==> config.mk <==
export PLATFORM = sky130hd
export DESIGN_NAME = id_stage
export DESIGN_NICKNAME = d
export VERILOG_FILES = /design/src/rtl/id_stage.sv
export SDC_FILE = /design/constraint.sdc
export NUM_CORES = 1
export LEC_CHECK = 0
export ABC_AREA = 1
export BUFFER_PORTS_ARGS = -buffer_cell sky130_fd_sc_hd__buf_2
export CORE_UTILIZATION = 45
export CTS_CLUSTER_DIAMETER = 100
export CTS_CLUSTER_SIZE = 28
export DETAILED_ROUTE_END_ITERATION = 10
export PLACE_DENSITY = 0.86
export SYNTH_ARGS = -nofsm -noshare
export SYNTH_HDL_FRONTEND = slang
export SYNTH_SLANG_ARGS = --single-unit
==> constraint.sdc <==
create_clock -name clk -period 1.63 [get_ports clk]
set_input_delay 0.0815 -clock clk [delete_from_list [all_inputs] [get_ports clk]]
set_output_delay 0.0815 -clock clk [all_outputs]
set_load 0.02 [all_outputs]
==> src/rtl/id_stage.sv <==
// id_stage: registered, valid/ready RV32I decode stage that serialises CSR and FENCE.I instructions.
// Define ID_ILLEGAL_CHECK_EN to enable illegal-encoding detection on illegal_o.
module id_stage #(
    parameter int INST_W = 32,
    parameter int ADDR_W = 32,
    parameter int DATA_W = 32,
    parameter int REG_AW = 5,
    parameter int CSR_AW = 12
) (
    input  logic              clk,
    input  logic              rst,
    input  logic              in_valid,
    output logic              in_ready,
    input  logic [INST_W-1:0] inst,
    input  logic [ADDR_W-1:0] inst_addr,
    input  logic              flush,
    input  logic              ser_done,
    output logic              out_valid,
    input  logic              out_ready,
    output logic [ADDR_W-1:0] inst_addr_o,
    output logic [REG_AW-1:0] rs1_addr_o,
    output logic [REG_AW-1:0] rs2_addr_o,
    output logic [REG_AW-1:0] rd_addr_o,
    output logic              rd_we_o,
    output logic [CSR_AW-1:0] csr_addr_o,
    output logic              csr_we_o,
    output logic              imm_en_o,
    output logic [DATA_W-1:0] imm_o,
    output logic [2:0]        funct3_o,
    output logic              alt_o,
    output logic              un_signed_o,
    output logic              illegal_o
);

    localparam logic [6:0] OPC_LUI      = 7'b0110111;
    localparam logic [6:0] OPC_AUIPC    = 7'b0010111;
    localparam logic [6:0] OPC_JAL      = 7'b1101111;
    localparam logic [6:0] OPC_JALR     = 7'b1100111;
    localparam logic [6:0] OPC_BRANCH   = 7'b1100011;
    localparam logic [6:0] OPC_LOAD     = 7'b0000011;
    localparam logic [6:0] OPC_STORE    = 7'b0100011;
    localparam logic [6:0] OPC_OP_IMM   = 7'b0010011;
    localparam logic [6:0] OPC_OP       = 7'b0110011;
    localparam logic [6:0] OPC_MISC_MEM = 7'b0001111;
    localparam logic [6:0] OPC_SYSTEM   = 7'b1110011;

`ifdef ID_ILLEGAL_CHECK_EN
    localparam bit CHK_EN = 1'b1;
`else
    localparam bit CHK_EN = 1'b0;
`endif

    typedef enum logic {RUN, WAIT_SER} state_e;

    typedef struct packed {
        logic [ADDR_W-1:0] pc;
        logic [REG_AW-1:0] rs1;
        logic [REG_AW-1:0] rs2;
        logic [REG_AW-1:0] rd;
        logic              rd_we;
        logic [CSR_AW-1:0] csr_addr;
        logic              csr_we;
        logic              imm_en;
        logic [DATA_W-1:0] imm;
        logic [2:0]        funct3;
        logic              alt;
        logic              un_signed;
        logic              illegal;
    } bundle_t;

    state_e      state_q, state_d;
    logic        out_valid_q, out_valid_d;
    bundle_t     bundle_q, bundle_d, dec;

    logic [6:0]  opcode, funct7;
    logic [2:0]  funct3;
    logic        use_rs1, use_rs2, use_rd, use_imm, is_csr, is_fence_i;
    logic        known, bad_enc, uns, alt, illegal, serial, accept;
    logic [DATA_W-1:0] imm;

    assign opcode = inst[6:0];
    assign funct3 = inst[14:12];
    assign funct7 = inst[31:25];

    // NOTE: every signal written here gets a default first, so no decode path can infer a latch.
    always_comb begin
        use_rs1    = 1'b0;
        use_rs2    = 1'b0;
        use_rd     = 1'b0;
        use_imm    = 1'b0;
        is_csr     = 1'b0;
        is_fence_i = 1'b0;
        known      = 1'b1;
        bad_enc    = 1'b0;
        uns        = 1'b0;
        alt        = 1'b0;
        imm        = '0;
        case (opcode)
            OPC_LUI, OPC_AUIPC: begin
                use_rd  = 1'b1;
                use_imm = 1'b1;
                imm     = DATA_W'($signed({inst[31:12], 12'b0}));
            end
            OPC_JAL: begin
                use_rd  = 1'b1;
                use_imm = 1'b1;
                imm     = DATA_W'($signed({inst[31], inst[19:12], inst[20], inst[30:21], 1'b0}));
            end
            OPC_JALR: begin
                {use_rs1, use_rd, use_imm} = 3'b111;
                imm     = DATA_W'($signed(inst[31:20]));
                bad_enc = (funct3 != 3'b000);
            end
            OPC_BRANCH: begin
                {use_rs1, use_rs2} = 2'b11;
                imm     = DATA_W'($signed({inst[31], inst[7], inst[30:25], inst[11:8], 1'b0}));
                uns     = funct3[2] & funct3[1];
                bad_enc = (funct3[2:1] == 2'b01);
            end
            OPC_LOAD: begin
                {use_rs1, use_rd, use_imm} = 3'b111;
                imm     = DATA_W'($signed(inst[31:20]));
                uns     = funct3[2] & ~funct3[1];
                bad_enc = (funct3 == 3'b011) || (funct3[2:1] == 2'b11);
            end
            OPC_STORE: begin
                {use_rs1, use_rs2, use_imm} = 3'b111;
                imm     = DATA_W'($signed({inst[31:25], inst[11:7]}));
                bad_enc = (funct3 > 3'b010);
            end
            OPC_OP_IMM: begin
                {use_rs1, use_rd, use_imm} = 3'b111;
                imm     = DATA_W'($signed(inst[31:20]));
                uns     = (funct3 == 3'b011);
                alt     = (funct3 == 3'b101) & inst[30];
                bad_enc = ((funct3 == 3'b001) && (funct7 != 7'h00)) ||
                          ((funct3 == 3'b101) && (funct7 != 7'h00) && (funct7 != 7'h20));
            end
            OPC_OP: begin
                {use_rs1, use_rs2, use_rd} = 3'b111;
                uns     = (funct3 == 3'b011);
                alt     = inst[30];
                bad_enc = (funct7 != 7'h00) &&
                          !((funct7 == 7'h20) && ((funct3 == 3'b000) || (funct3 == 3'b101)));
            end
            OPC_MISC_MEM: begin
                is_fence_i = (funct3 == 3'b001);
                bad_enc    = (funct3 > 3'b001);
            end
            OPC_SYSTEM: begin
                // funct3 000 is ECALL/EBREAK: legal, but touches no registers.
                if (funct3 != 3'b000 && funct3 != 3'b100) begin
                    is_csr  = 1'b1;
                    use_rd  = 1'b1;
                    use_rs1 = ~funct3[2];
                    use_imm = funct3[2];
                    imm     = funct3[2] ? DATA_W'(inst[19:15]) : '0;
                end
                bad_enc = (funct3 == 3'b100);
            end
            default: known = 1'b0;
        endcase
    end

    assign illegal = CHK_EN & (!known || bad_enc || (inst[1:0] != 2'b11) || (inst[31:0] == 32'h0));
    assign serial  = !illegal && (is_csr || is_fence_i);

    always_comb begin
        dec           = '0;
        dec.pc        = inst_addr;
        dec.rs1       = use_rs1 ? REG_AW'(inst[19:15]) : '0;
        dec.rs2       = use_rs2 ? REG_AW'(inst[24:20]) : '0;
        dec.rd        = use_rd ? REG_AW'(inst[11:7]) : '0;
        dec.rd_we     = use_rd && (inst[11:7] != 5'd0) && !illegal;
        dec.csr_addr  = is_csr ? CSR_AW'(inst[31:20]) : '0;
        dec.csr_we    = is_csr && !illegal && ((funct3[1:0] == 2'b01) || (inst[19:15] != 5'd0));
        dec.imm_en    = use_imm;
        dec.imm       = imm;
        dec.funct3    = funct3;
        dec.alt       = alt;
        dec.un_signed = uns;
        dec.illegal   = illegal;
    end

    assign in_ready = !rst && (state_q == RUN) && (!out_valid_q || out_ready) && !flush;
    assign accept   = in_valid && in_ready;

    always_comb begin
        state_d     = state_q;
        out_valid_d = out_valid_q;
        bundle_d    = bundle_q;
        case (state_q)
            RUN:      if (accept && serial) state_d = WAIT_SER;
            WAIT_SER: if (ser_done) state_d = RUN;
            default:  state_d = RUN;
        endcase
        if (out_ready) out_valid_d = 1'b0;
        if (accept) begin
            out_valid_d = 1'b1;
            bundle_d    = dec;
        end
        // Flush outranks both accept (already blocked via in_ready) and ser_done.
        if (flush) begin
            state_d     = RUN;
            out_valid_d = 1'b0;
        end
    end

    // NOTE: registers use non-blocking assignments so every flop samples pre-edge values.
    always_ff @(posedge clk) begin
        if (rst) begin
            state_q     <= RUN;
            out_valid_q <= 1'b0;
            bundle_q    <= '0;
        end else begin
            state_q     <= state_d;
            out_valid_q <= out_valid_d;
            bundle_q    <= bundle_d;
        end
    end

    assign out_valid   = out_valid_q;
    assign inst_addr_o = bundle_q.pc;
    assign rs1_addr_o  = bundle_q.rs1;
    assign rs2_addr_o  = bundle_q.rs2;
    assign rd_addr_o   = bundle_q.rd;
    assign rd_we_o     = bundle_q.rd_we;
    assign csr_addr_o  = bundle_q.csr_addr;
    assign csr_we_o    = bundle_q.csr_we;
    assign imm_en_o    = bundle_q.imm_en;
    assign imm_o       = bundle_q.imm;
    assign funct3_o    = bundle_q.funct3;
    assign alt_o       = bundle_q.alt;
    assign un_signed_o = bundle_q.un_signed;
    assign illegal_o   = bundle_q.illegal;

endmodule

[Word-level counts from Yosys, hierarchy flattened]
Index checks and enable logic that the tools add are counted.
Storage, ports and cells
  bits of input ports: 70
  register bits: 101
  output and inout port bits: 102
  logic and storage cells: 85
Operators by class
  equal/unequal tests: 16
  multiplexer cells: 23
  bitwise operators: 6
  reduce and logical (&&, ||, !) cells: 26
Operators by type and width (number)
  32-bit one-hot mux with 6 select lines: 1
  7-bit == test, second input constant: 4
  5-bit two-way mux: 5
  7-bit by 6-bit == test with 1-bit output, second input constant: 3
  7-bit by 5-bit == test with 1-bit output, second input constant: 2
  7-bit OR reduction: 2
  12-bit two-way mux: 1
  1-bit two-way mux: 10
  1-bit one-hot mux with 2 select lines: 5
  5-bit nonzero test: 2
  1-bit logical AND: 8
  7-bit by 2-bit == test with 1-bit output, second input constant: 1
  7-bit by 4-bit == test with 1-bit output, second input constant: 1
  2-bit OR reduction: 3
  3-bit OR reduction: 2
  6-bit OR reduction: 1
  1-bit AND: 3
  3-bit by 1-bit == test with 1-bit output, second input constant: 1
  3-bit by 2-bit == test with 1-bit output, second input constant: 1
  3-bit == test, second input constant: 1
  1-bit logical NOT: 3
  1-bit logical OR: 3
  3-bit inequality test, second input constant: 1
  1-bit inverter: 3
  other kinds (4): 4

[Depth between registers and ports, before layout]
  word-level depth: 8
  gate-level depth with buffers: 11
  depth with buffers taken out: 11

[Worst setup path after synthesis]
OpenSTA, ideal clock, no wires.
  path type: reg-to-reg
  start point: reg out_valid_q (netlist: out_valid)
  end point: reg bundle_q (netlist bit imm_o[0])
  data required time: 1.560 ns
  path buffers: 2
  stages on the path, launching flop included: 9
  slack: 0.019 ns
  data arrival time: 1.540 ns
  cells stage by stage: dfxtp_1 -> inv_1 -> nor2_1 -> nor3_4 -> nand2_2 -> buf_2 -> clkbuf_1 -> nand2_1 -> a21oi_1
On the way
  word-level cells in the longest chain between the ends: 5
Ends and longest elaborated chain
  from (decl): line 72  | logic out_valid_q, out_valid_d;
  from (signal assigned): line 217  | out_valid_q <= out_valid_d;
  1-bit logical NOT: line 185  | assign in_ready = !rst && (state_q == RUN) && (!out_valid_q || out_ready) && !flush;
  1-bit logical OR: line 185
  1-bit logical AND (2 in a row): line 185
  net in_ready: line 13  | output logic in_ready,
  1-bit logical AND: line 186  | assign accept = in_valid && in_ready;
  to (signal assigned): line 218  | bundle_q <= bundle_d;
  to (decl): line 73  | bundle_t bundle_q, bundle_d, dec;
The timed path passes the listed nets, and every way through them passes these cells.
A chain may end at the register's enable or synchronous reset.

[Worst setup path in the final report]
  start point: reg out_valid_q (netlist: out_valid)
  end point: reg bundle_q (netlist bit imm_o[10])
On the way
  word-level cells in the longest chain between the ends: 5
Ends and longest elaborated chain (line)
  1-bit logical NOT: 185
  1-bit logical OR: 185
  1-bit logical AND (2 in a row): 185
  1-bit logical AND: 186
No other way between the ends.

==> impl_metrics.json <==
{
  "status": "complete, no violations",
  "ys_ff_latch": 101,
  "drtIter0Drc": 270,
  "route.detailed.drc": 0,
  "worstMarginPinSlew_ns": 0.607,
  "avgSynthCellArea_sq_um": 7.00,
  "cp_top_family": "simple AND/OR/NAND/NOR gates",
  "crit_path_start_kind": "flop",
  "min_period_ns": 1.51,
  "synthMuxAreaShare_pct": 0,
  "final_common_cell": "buf_2",
  "root_buffer": "clkbuf_8",
  "combPwrFrac_pct": 13.2,
  "path_class": "flop to flop",
  "worstPathRequired_ns": 1.93,
  "p_leak_nw": 2.82,
  "grt_max_degree": 58,
  "ys_seq_area_share_pct": 47.4,
  "syn_area_sq_mm": 0.00427,
  "diodes": 0,
  "timing.fmax_ghz": 0.662,
  "hp-class": "input pin to flop",
  "crit_fanout": 56,
  "arrival_ns": 1.82,
  "slew_violations": 0,
  "viasPerCell": 5.26,
  "synth_top_family_by_area": "simple AND/OR/NAND/NOR gates",
  "cts_tree": "yes",
  "rsz0062_at_grt": "false",
  "drive_gt1_share_pct": 25.8,
  "max_stage_delay_ns": 0.33,
  "portBuffers": 170,
  "fill_cells": 797,
  "synth_nets": 679,
  "multiInputGateArea_sq_mm": 0.00197,
  "num_rows": 35,
  "crit_path_end_kind": "flop",
  "final_cell_mix": "buf_2 (170), nand2_1 (168), dfxtp_1 (101)",
  "dp_hpwl_um": 8950,
  "max-slew-margin-rel_pct": 59.5,
  "slowest_stage": "dfxtp_1",
  "yosys-top-cells-area": "dfxtp_1 (47%), nand2_1 (15%), a21oi_1 (7.9%)",
  "vdd_ir_drop_max_mv": 0.446,
  "regArea_sq_mm": 0.00202,
  "numCtsBuffers": 9,
  "antenna_found_initial": 0,
  "synth_warnings": 0,
  "clk_latency_ns": 0.37,
  "ff2ff_path_depth": 8,
  "seqPwrFrac_pct": 52.0,
  "coreArea_sq_mm": 0.00920,
  "fp.dieH_um": 99.4,
  "timing.critical_path.cells": "inv_1 -> nor2_2 -> nor3_4 -> nand2_2 -> buf_12 -> nor2_1 -> nand2_1 -> a21oi_1",
  "pwr-share-clk_pct": 34.8,
  "dieArea_sq_mm": 0.00987,
  "min_to": "inst_addr_o[9]",
  "p_int_mw": 3.53,
  "min_from": "inst_addr[9]",
  "grt_usage_pct": 27.4,
  "wl_per_cell_um": 14.4,
  "syn-instance-count": 609,
  "grt_overflow": 0,
  "postRouteAntennaNets": 0,
  "first_pass_iters": 4,
  "synth_xor_area_share_pct": 0,
  "synth_simple_gate_area_share_pct": 32.0,
  "synthDistinctLibCells": 27,
  "r2r-start": "out_valid",
  "setup_viol": 0,
  "reg2reg_slack_ns": 0.12,
  "cts_max_level": 3,
  "synth_top_area_cell": "dfxtp_1",
  "finalWeightedCongestion": 0.950,
  "hold_slack_ns": 0.0108,
  "cap_violations": 0,
  "synthToLayoutAreaGrowth_pct": 38.3,
  "synth_adder_area_share_pct": 0,
  "tns_ns": 0,
  "post-route-period-util_pct": 92.7,
  "initial_core_util_pct": 46.4,
  "max-clock-path-buffers": 2,
  "grt_pass1_wl_um": 21400,
  "p_sw_share_pct": 28.1,
  "wl_um": 13400,
  "design.portCount": 172,
  "grt_pass1_vias": 4363,
  "critical_path_buf_inv_count": 2,
  "hold_viol": 0,
  "power.density_mw_per_mm2": 834,
  "clk_pin_slew_worst_paths_ns": 0.10,
  "vias": 4896,
  "p_sw_mw": 1.38,
  "netlist.area_leader.share_pct": 47.4,
  "reg2reg_to": "imm_o[10]",
  "die_w_um": 99.4,
  "hold_depth": 3,
  "synth_compound_area_share_pct": 14.1,
  "finalClockSkew_ns": 0.0111,
  "power.total_mw": 4.92,
  "clkSinkCount": 101,
  "finalNetCount": 884
}
cells by family after synthesis:
kind of cell           count (synthesis)
AOI/OAI and AO/OA                    116
DFF                                  101
other                                  1
and+or+nand+nor                      330
buffers and inverters                 61
stage by stage:
stage | std cells | utilization (%) | worst slack (ns) | cell area [sq um]
after CTS | 929 | 64.0 | 0.105 | 5880
after detailed placement | 870 | 57.0 | 0.120 | 5240
after floorplan | 609 | - | 0.0193 | 4270
after global routing | 930 | 64.1 | 0.0341 | 5900
final | 930 | 64.1 | 0.119 | 5900
after global placement | 870 | 57.0 | 0.143 | 5240
state kept, by name (all words and copies together), names as in the netlist, 3 cells and up:
register     cells
imm_o           32
inst_addr_o     32
csr_addr_o      12
rd_addr_o        5
rs1_addr_o       5
rs2_addr_o       5
funct3_o         3
how the worst max path moves through the flow:
stage | cells after the start | slack (ns) | end | startpoint
after global routing | 8 | 0.03 | imm_o[10] | out_valid
after floorplan | 8 | 0.02 | imm_o[0] | out_valid
after CTS | 8 | 0.10 | imm_o[10] | out_valid
final | 8 | 0.12 | imm_o[10] | out_valid
after detailed placement | 8 | 0.12 | imm_o[10] | rst
after global placement | 7 | 0.14 | inst_addr_o[16] | rst
repair_timing:
item,4_1_cts,5_1_grt
setup endpoints to repair,0,3
buffers inserted,0,0
gates resized for setup,0,1
hold endpoints to repair,44,1
hold buffers,43,1
cell usage after synthesis:
library cell and number:
nor3_4 1, nand4_1 7, buf_6 1, conb_1 1, nor3_2 1, and2_1 1
a21oi_1 67, buf_2 10, nand3_1 57, nor4_1 1, buf_4 7, o22ai_1 1
nand2_1 168, dfxtp_1 101, inv_2 1, nand2_2 1, a211oi_2 2, o211ai_1 1
clkbuf_1 19, nor3_1 3, or2_1 1, inv_1 22, o21ai_0 44, nor3b_1 1
o21ai_1 1, nor2_1 88, clkbuf_2 1
worst min-delay path, stage by stage:
cell,delay (ns)
buf_2,0.08
o21ai_0,0.10
nor2_1,0.09
final cells by class:
cell class | count | share of cell area (%)
clock buffer | 9 | 2.10
clock inverter | 7 | 1.55
inverter | 23 | 1.49
multi-input combinational | 447 | 33.4
sequential | 101 | 34.3
tap | 111 | 2.36
timing repair buffer | 232 | 24.8
power by group through the flow:
stage	combinational, mW	clock (mW)	sequential [mW]
2_1_floorplan	0.238	0	2.69
3_5_place_dp	0.553	0	2.61
3_3_place_gp	0.552	0	2.61
6_report	0.651	1.71	2.56
5_1_grt	0.712	1.85	2.56
4_1_cts	0.635	1.75	2.55
routing by layer:
layer  global-route usage [%]  wire (um)  vias up
li1                         -          -     2397
met1                     34.2       5750     2231
met2                     45.2       6220      232
met3                     5.90        999       36
met4                     13.2        441        0
met5                        0          0        -
Note: power is estimated with default switching activity, not from simulation.
